==> src/rtl/if_pipe_ctrl.sv <==
// if_pipe_ctrl
//   Pipeline sequencing controller for the five-stage MIPS core. Sits beside
//   the IF stage and generates PC-update, IF/ID load/flush and ID/EX bubble
//   controls. Detects load-use and branch-operand hazards, prioritises
//   jump over taken branch, and runs an IDLE/RUN/STALL2/HALT state machine.
//   Keeps saturating stall and flush performance counters.
//
// Ports
//   clk           in   pipeline clock, rising edge
//   reset         in   asynchronous active-low reset
//   start         in   leave IDLE/HALT, enter RUN
//   halt_req      in   freeze request, honoured in RUN
//   instr_id      in   [31:0] instruction in ID
//   branch_taken  in   ID comparator result for beq/bne
//   jump_id       in   ID instruction is j/jal
//   ex_reg_write  in   EX instruction writes the register file
//   ex_mem_read   in   EX instruction is a load
//   ex_dst        in   [4:0] EX destination register
//   mem_mem_read  in   MEM instruction is a load
//   mem_dst       in   [4:0] MEM destination register
//   pc_write      out  PC update enable
//   pc_sel        out  [1:0] 00 PC+4, 01 branch target, 10 jump target
//   ifid_write    out  IF/ID load enable
//   ifid_flush    out  load IF/ID with a nop
//   idex_bubble   out  zero ID/EX control fields
//   state         out  [1:0] 00 IDLE, 01 RUN, 10 STALL2, 11 HALT
//   stall_cnt     out  [CNT_W-1:0] bubble-insert cycle count (saturating)
//   flush_cnt     out  [CNT_W-1:0] flush cycle count (saturating)
module if_pipe_ctrl #(
  parameter int CNT_W = 16
) (
  input  logic             clk,
  input  logic             reset,
  input  logic             start,
  input  logic             halt_req,
  input  logic [31:0]      instr_id,
  input  logic             branch_taken,
  input  logic             jump_id,
  input  logic             ex_reg_write,
  input  logic             ex_mem_read,
  input  logic [4:0]       ex_dst,
  input  logic             mem_mem_read,
  input  logic [4:0]       mem_dst,
  output logic             pc_write,
  output logic [1:0]       pc_sel,
  output logic             ifid_write,
  output logic             ifid_flush,
  output logic             idex_bubble,
  output logic [1:0]       state,
  output logic [CNT_W-1:0] stall_cnt,
  output logic [CNT_W-1:0] flush_cnt
);

  typedef enum logic [1:0] {
    S_IDLE   = 2'b00,
    S_RUN    = 2'b01,
    S_STALL2 = 2'b10,
    S_HALT   = 2'b11
  } state_t;

  state_t           r_state;
  state_t           w_state_nxt;
  logic [CNT_W-1:0] r_stall_cnt;
  logic [CNT_W-1:0] r_flush_cnt;

  logic [5:0] w_op;
  logic [4:0] w_rs;
  logic [4:0] w_rt;
  logic       w_reads_rt;
  logic       w_is_br;
  logic       w_load_use;
  logic       w_br_alu;
  logic       w_br_memld;
  logic       w_stall;
  logic       w_stall_cyc;
  logic       w_unused_bits;

  // Counter increment that holds at all-ones instead of wrapping.
  function automatic logic [CNT_W-1:0] sat_inc(input logic [CNT_W-1:0] v);
    if (&v) return v;
    return v + {{(CNT_W-1){1'b0}}, 1'b1};
  endfunction

  // $0 is hard-wired zero, so a write to it never creates a dependency.
  function automatic logic src_hit(input logic [4:0] d, input logic [4:0] rs,
                                   input logic [4:0] rt, input logic rd_rt);
    return (d != 5'd0) && ((d == rs) || (rd_rt && (d == rt)));
  endfunction

  assign w_op          = instr_id[31:26];
  assign w_rs          = instr_id[25:21];
  assign w_rt          = instr_id[20:16];
  assign w_unused_bits = ^instr_id[15:0];

  // rt is a source only for R-type, beq, bne and sw.
  assign w_reads_rt = (w_op == 6'h00) || (w_op == 6'h04) ||
                      (w_op == 6'h05) || (w_op == 6'h2B);
  assign w_is_br    = (w_op == 6'h04) || (w_op == 6'h05);

  assign w_load_use = ex_mem_read & src_hit(ex_dst, w_rs, w_rt, w_reads_rt);
  // Branches resolve in ID, so an ALU result still in EX is not yet
  // forwardable to the comparator; a load in MEM is not either.
  assign w_br_alu   = w_is_br & ex_reg_write & ~ex_mem_read &
                      src_hit(ex_dst, w_rs, w_rt, w_reads_rt);
  assign w_br_memld = w_is_br & mem_mem_read &
                      src_hit(mem_dst, w_rs, w_rt, w_reads_rt);
  assign w_stall    = w_load_use | w_br_alu | w_br_memld;

  // Next-state and output decode
  always_comb begin
    w_state_nxt = r_state;
    pc_write    = 1'b0;
    pc_sel      = 2'b00;
    ifid_write  = 1'b0;
    ifid_flush  = 1'b0;
    idex_bubble = 1'b1;
    case (r_state)
      S_IDLE, S_HALT: begin
        if (start) w_state_nxt = S_RUN;
      end
      S_RUN: begin
        if (!w_stall) begin
          pc_write    = 1'b1;
          idex_bubble = 1'b0;
          if (jump_id) begin
            pc_sel     = 2'b10;
            ifid_flush = 1'b1;
          end else if (w_is_br && branch_taken) begin
            pc_sel     = 2'b01;
            ifid_flush = 1'b1;
          end else begin
            ifid_write = 1'b1;
          end
        end
        // A branch waiting on a load in EX needs a second bubble, but a
        // pending halt overrides that.
        if (halt_req)                     w_state_nxt = S_HALT;
        else if (w_is_br && w_load_use)   w_state_nxt = S_STALL2;
      end
      S_STALL2: begin
        w_state_nxt = S_RUN;
      end
      default: begin
        w_state_nxt = S_IDLE;
      end
    endcase
  end

  assign w_stall_cyc = ((r_state == S_RUN) && w_stall) || (r_state == S_STALL2);

  // State and counter registers
  always_ff @(posedge clk or negedge reset) begin
    if (!reset) begin
      r_state     <= S_IDLE;
      r_stall_cnt <= '0;
      r_flush_cnt <= '0;
    end else begin
      r_state <= w_state_nxt;
      if (w_stall_cyc) r_stall_cnt <= sat_inc(r_stall_cnt);
      if (ifid_flush)  r_flush_cnt <= sat_inc(r_flush_cnt);
    end
  end

  assign state     = r_state;
  assign stall_cnt = r_stall_cnt;
  assign flush_cnt = r_flush_cnt;

endmodule

==> config.mk <==
export PLATFORM = sky130hd
export DESIGN_NAME = if_pipe_ctrl
export DESIGN_NICKNAME = d
export VERILOG_FILES = /design/src/rtl/if_pipe_ctrl.sv
export SDC_FILE = /design/constraint.sdc
export NUM_CORES = 1
export LEC_CHECK = 0
export ABC_CLOCK_PERIOD_IN_PS = 4120
export CAP_MARGIN = 5
export CORE_UTILIZATION = 43
export CTS_CLUSTER_SIZE = 12
export DETAILED_ROUTE_END_ITERATION = 8
export GPL_TIMING_DRIVEN = 0
export PLACE_DENSITY = 0.81
export SYNTH_ARGS = -nofsm -noshare
export SYNTH_HDL_FRONTEND = slang
export SYNTH_SLANG_ARGS = --single-unit
==> constraint.sdc <==
create_clock -name clk -period 4.12 [get_ports clk]
set_input_delay 1.236 -clock clk [delete_from_list [all_inputs] [get_ports clk]]
set_output_delay 1.236 -clock clk [all_outputs]
set_load 0.01 [all_outputs]
; ---- After elaboration in Yosys (flattened, before gate mapping)
; Index checks and enable logic that the tools add are counted.
[totals]
reg_bits = 34
inputBits = 51
output_inout_bits = 40
elab_cells = 78
[op_classes]
addsub = 2
eq_ne = 14
n_mux = 26
bitwise = 9
reduce_logical = 24
[ops]
columns = op, n
row1 = adder 16 x 1 -> 16 bit (second input constant), 2
row2 = two-way mux 16 bit, 2
row3 = AND reduction 16 bit, 2
row4 = equality test 5 bit, 4
row5 = two-way mux 1 bit, 17
row6 = equality test 6 x 3 -> 1 bit (second input constant), 2
row7 = two-way mux 2 bit, 6
row8 = nonzero test 5 bit, 2
row9 = logical AND 1 bit, 7
row10 = logical OR 1 bit, 7
row11 = AND 1 bit, 6
row12 = equality test 6 bit (second input constant), 1
row13 = logical NOT 6 bit, 1
row14 = != test 2 bit (second input constant), 3
row15 = case mux 2 bit (3 select lines), 1
row16 = AND reduction 2 bit, 3
row17 = equality test 2 bit (second input constant), 2
row18 = != test 3 bit (second input constant), 1
row19 = equality test 2 x 1 -> 1 bit (second input constant), 1
row20 = logical NOT 2 bit, 1
row21 = bitwise OR 1 bit, 2
row22 = OR reduction 2 bit, 1
row23 = inverter 1 bit, 1

; ---- Logic depth before layout (Yosys ltp)
[logic_depth]
word_depth = 15
ltp_mapped = 9

; ---- Worst setup path before layout
; OpenSTA, ideal clock, no wires.
[synth_path]
path_kind = input port to output port
start = in instr_id[27]
end = out pc_sel[1]
arrival_time_ps = 2723
required_ps = 2884
path_slack_ps = 161
cell_stages = 7
path_buffers = 0
cell_sequence = or3_4 -> nor3b_4 -> o211ai_2 -> or2_4 -> o211ai_4 -> inv_1 -> and2_1
[synth_via]
elab_chain_len = 12
word_cells_on_any_way = 24
cone_classes = eq/ne (3) / mux (2) / bitwise (8) / reduce/logical (11)
[synth_rtl]
columns = item, line
row1 = start: declaration, 36  ; input logic [31:0] instr_id,
row2 = equality test 6 x 3 -> 1 bit / logical NOT 6 bit (equally long branches), "96, 98"
row3 = logical OR 1 bit (2 in a row), 96  ; assign w_reads_rt = (w_op == 6'h00) || (w_op == 6'h04) ||
row4 = logical OR 1 bit, 97  ; (w_op == 6'h05) || (w_op == 6'h2B);
row5 = logical AND 1 bit, 87  ; return (d != 5'd0) && ((d == rs) || (rd_rt && (d == rt)));
row6 = logical OR 1 bit, 87
row7 = logical AND 1 bit, 87
row8 = AND 1 bit (on tied branches), "100, 103"
row9 = bitwise OR 1 bit, 107  ; assign w_stall = w_load_use | w_br_alu | w_br_memld;
row10 = bitwise OR 1 bit (*), 107
row11 = two-way mux 2 bit (*), 122  ; if (!w_stall) begin
row12 = two-way mux 2 bit (*), 117  ; case (r_state)
row13 = end: declaration, 45  ; output logic [1:0] pc_sel,
; Mark *: on every way between the ends. The rest lies on a longest branch, timed or not.

; ---- Worst setup path in the final report
[layout_path]
start = in instr_id[31]
end = out pc_sel[1]
; The elaborated chain is that of the path after synthesis.

==> results.py <==
metrics = {
    "status": {
        "status": "finished, violations left",
        "violations": "design-rule violations",
    },
    "global_route": {
        "grt_use_met1_pct": 30.3,
        "antenna_found_initial": 0,
        "grt_usage_pct": 23.1,
        "grt_overflow": 0,
        "grtUsageMet3_pct": 3.33,
        "grt_pass1_wl_um": 9310,
        "first_global_vias": 1981,
        "met2_usage_pct": 39.6,
        "grt.busiest_layer": "met2",
        "grt_max_degree": 35,
    },
    "sta": {
        "clock_skew_ns": 0.00430,
        "hold_slack_ns": 0.493,
        "worst_pin_slew_ns": 0.743,
        "layout_setup_ws_ns": 0.0301,
        "timing.final.crit_share_pct": 99.3,
        "slew-limit-headroom_pct": 50.5,
        "maxSlewViolCount": 0,
        "setup-violations-final": 0,
        "max_freq_mhz": 245,
        "fin_crit_ns": 4.09,
        "hold_violations": 0,
    },
    "logic_synthesis": {
        "ys_ff_latch": 34,
        "synth.avg_cell_area_um2": 9.74,
        "synth.net_count": 271,
        "syn-cell-area_um2": 2100,
        "synth_flop_cell": "dfrtp_1",
        "ys_warn_count": 0,
        "synth_most_common_cell": "dfrtp_1",
        "ys_types": 41,
        "synth_top_area_share_pct": 40.4,
        "ys_seq_area_share_pct": 40.4,
        "synth.area.top_cells": "dfrtp_1, xor2_1, xnor2_1",
        "synth_edf_count": 0,
        "synth_top_area_cell": "dfrtp_1",
        "async_flop_share_pct": 100,
        "netlist_top_cells_count": "dfrtp_1, xor2_1, nand2_1",
        "syn_inst": 216,
    },
    "worst_hold_path": {
        "holdPathEnd": "flush_cnt[8]",
        "hold_path_class": "reg2reg",
        "min_from": "flush_cnt[8]",
        "hold_depth": 1,
    },
    "drt": {
        "ant_nets": 0,
        "num_vias": 2043,
        "drc": 2,
        "vias_per_cell": 5.24,
        "wirelength_um": 5960,
        "drt_iter0_markers": 100,
        "dr.pass1.iters": 6,
        "routedWlPerCell_um": 15.3,
    },
    "clock_tree": {
        "cts.sink_count": 34,
        "clock_latency_ns": 0.28,
        "cts.clk_slew.worst_paths_ns": 0.07,
        "holdBufCountCts": 0,
        "cts_tree": "built",
        "cts_inserted_buffers": 5,
        "clock_path_buffers": 2,
        "cts_root_buf": "clkbuf_8",
        "htree_levels": 2,
    },
    "floorplan": {
        "die_w_um": 72.0,
        "core.rowCount": 25,
        "fp.coreArea_um2": 4720,
        "ios": 91,
        "start_util_pct": 44.6,
        "die_area_um2": 5180,
        "die_y_um": 72.0,
    },
    "cells_and_area": {
        "regArea_um2": 851,
        "layout.nets": 377,
        "fillers": 357,
        "diodes": 0,
        "area_delta_synth_final_pct": 53.9,
        "drive_gt1_share_pct": 23.2,
        "multi_input_area_um2": 1300,
    },
    "worst_setup_path": {
        "startpoint_type": "input port",
        "reg2reg_to": "stall_cnt[7]",
        "cp_max_fo": 4,
        "end_kind": "output port",
        "r2r-start": "stall_cnt[0]",
        "reg2reg_depth": 9,
        "worstPathRequired_ns": 2.88,
        "rrSetupSlack_ns": 1.80,
        "path_class": "in2out",
        "worst_ep_arrival_time_ns": 2.85,
    },
    "place": {
        "routabilityCongestion": 0.843,
        "post-place-ws_ns": -0.763,
        "dp_hpwl_um": 3800,
        "port_buffers": 74,
    },
    "run": {
        "maxCapViolations": 0,
    },
    "power_and_ir_drop": {
        "p_leak_nw": 1.46,
        "pwr_density_cell_nw_per_um2": 345,
        "irDropWorstVdd_v": 0.000213,
    },
}
==> flip-flops by register name (all words and copies together) (netlist names) <==
signal,count
flush_cnt,16
stall_cnt,16
state,2
==> power by group <==
part	internal [mW]	switching, mW
Combinational	0.223	0.198
Clock	0.134	0.125
Sequential	0.377	0.0591
Total	0.735	0.383
==> cell usage in the layout (no fill, tap or decap), types with 4 or more instances in the layout <==
master           Yosys  layout
clkbuf_2             0       6
nand4_1             12      12
clkdlybuf4s15_1      0       4
nand2_1             24      24
clkbuf_8             0       6
nand3_1             15      15
buf_4                0      24
xnor2_1             22      22
xor2_1              25      25
dlygate4sd2_1        0       9
inv_1                8       7
nor3_1               6       4
and3_1               5       5
clkdlybuf4s50_1      0      41
dfrtp_1             34      34
nor3_2               3       5
nor2_1              12      12
dlymetal6s2s_1       0       6
buf_2                0       8
ha_1                 4       4
==> metal layers <==
metal	vias to the layer above	wire, um
met5	-	0
met4	0	127
met3	12	303
met2	73	3020
met1	991	2510
li1	967	-
==> area by class of cell <==
cell class	instances	share of cell area [%]
multi-input cells	173	40.2
repair buffers	99	26.7
flip-flops and latches	34	26.3
well taps	67	2.59
clock buffers	6	2.55
inverters	8	0.927
clock inverters	2	0.386
plain buffers	1	0.348
==> worst max path at each step <==
| stage | start | end |
|---|---|---|
| 2_1_floorplan | instr_id[27] | pc_sel[1] |
| 3_3_place_gp | instr_id[27] | pc_sel[1] |
| 3_5_place_dp | instr_id[27] | pc_sel[1] |
| 4_1_cts | instr_id[27] | pc_sel[1] |
| 5_1_grt | instr_id[31] | ifid_flush |
| 6_report | instr_id[31] | pc_sel[1] |
==> through the flow <==
step	cell area [um^2]	power, mW	setup TNS (ns)	cells	utilization [%]
floorplan	2100	0.621	0	216	-
global placement	2930	0.820	-3.77	357	62.0
detailed placement	2920	0.832	-3.90	357	61.9
CTS	3180	1.11	0	386	67.4
global route	3240	1.18	-0.0425	390	68.6
finish	3240	1.12	0	390	68.6
==> logic make-up after synthesis <==
group	synth area share, %
simple gates	27.8
xor+xnor	19.6
flops	40.4
compound gates	6.84
buf+inv	1.96
fa+ha+maj	2.38
mux	1.01
==> repair_timing <==
| item | CTS | global route |
|---|---|---|
| hold endpoints to repair | 0 | 0 |
| gates resized for setup | 62 | 26 |
| pin swaps | 13 | 13 |
| buffers inserted | 21 | 4 |
| setup endpoints to repair | 6 | 10 |
==> critical path, cell delays in order <==
cell and delay [ns]:
buf_2 0.11, or3_4 0.42, nor3b_4 0.25, o211ai_2 0.14
or2_4 0.26, o211ai_4 0.13, inv_2 0.06, and2_1 0.13
buf_2 0.13
(Power assumes the default switching activity.)
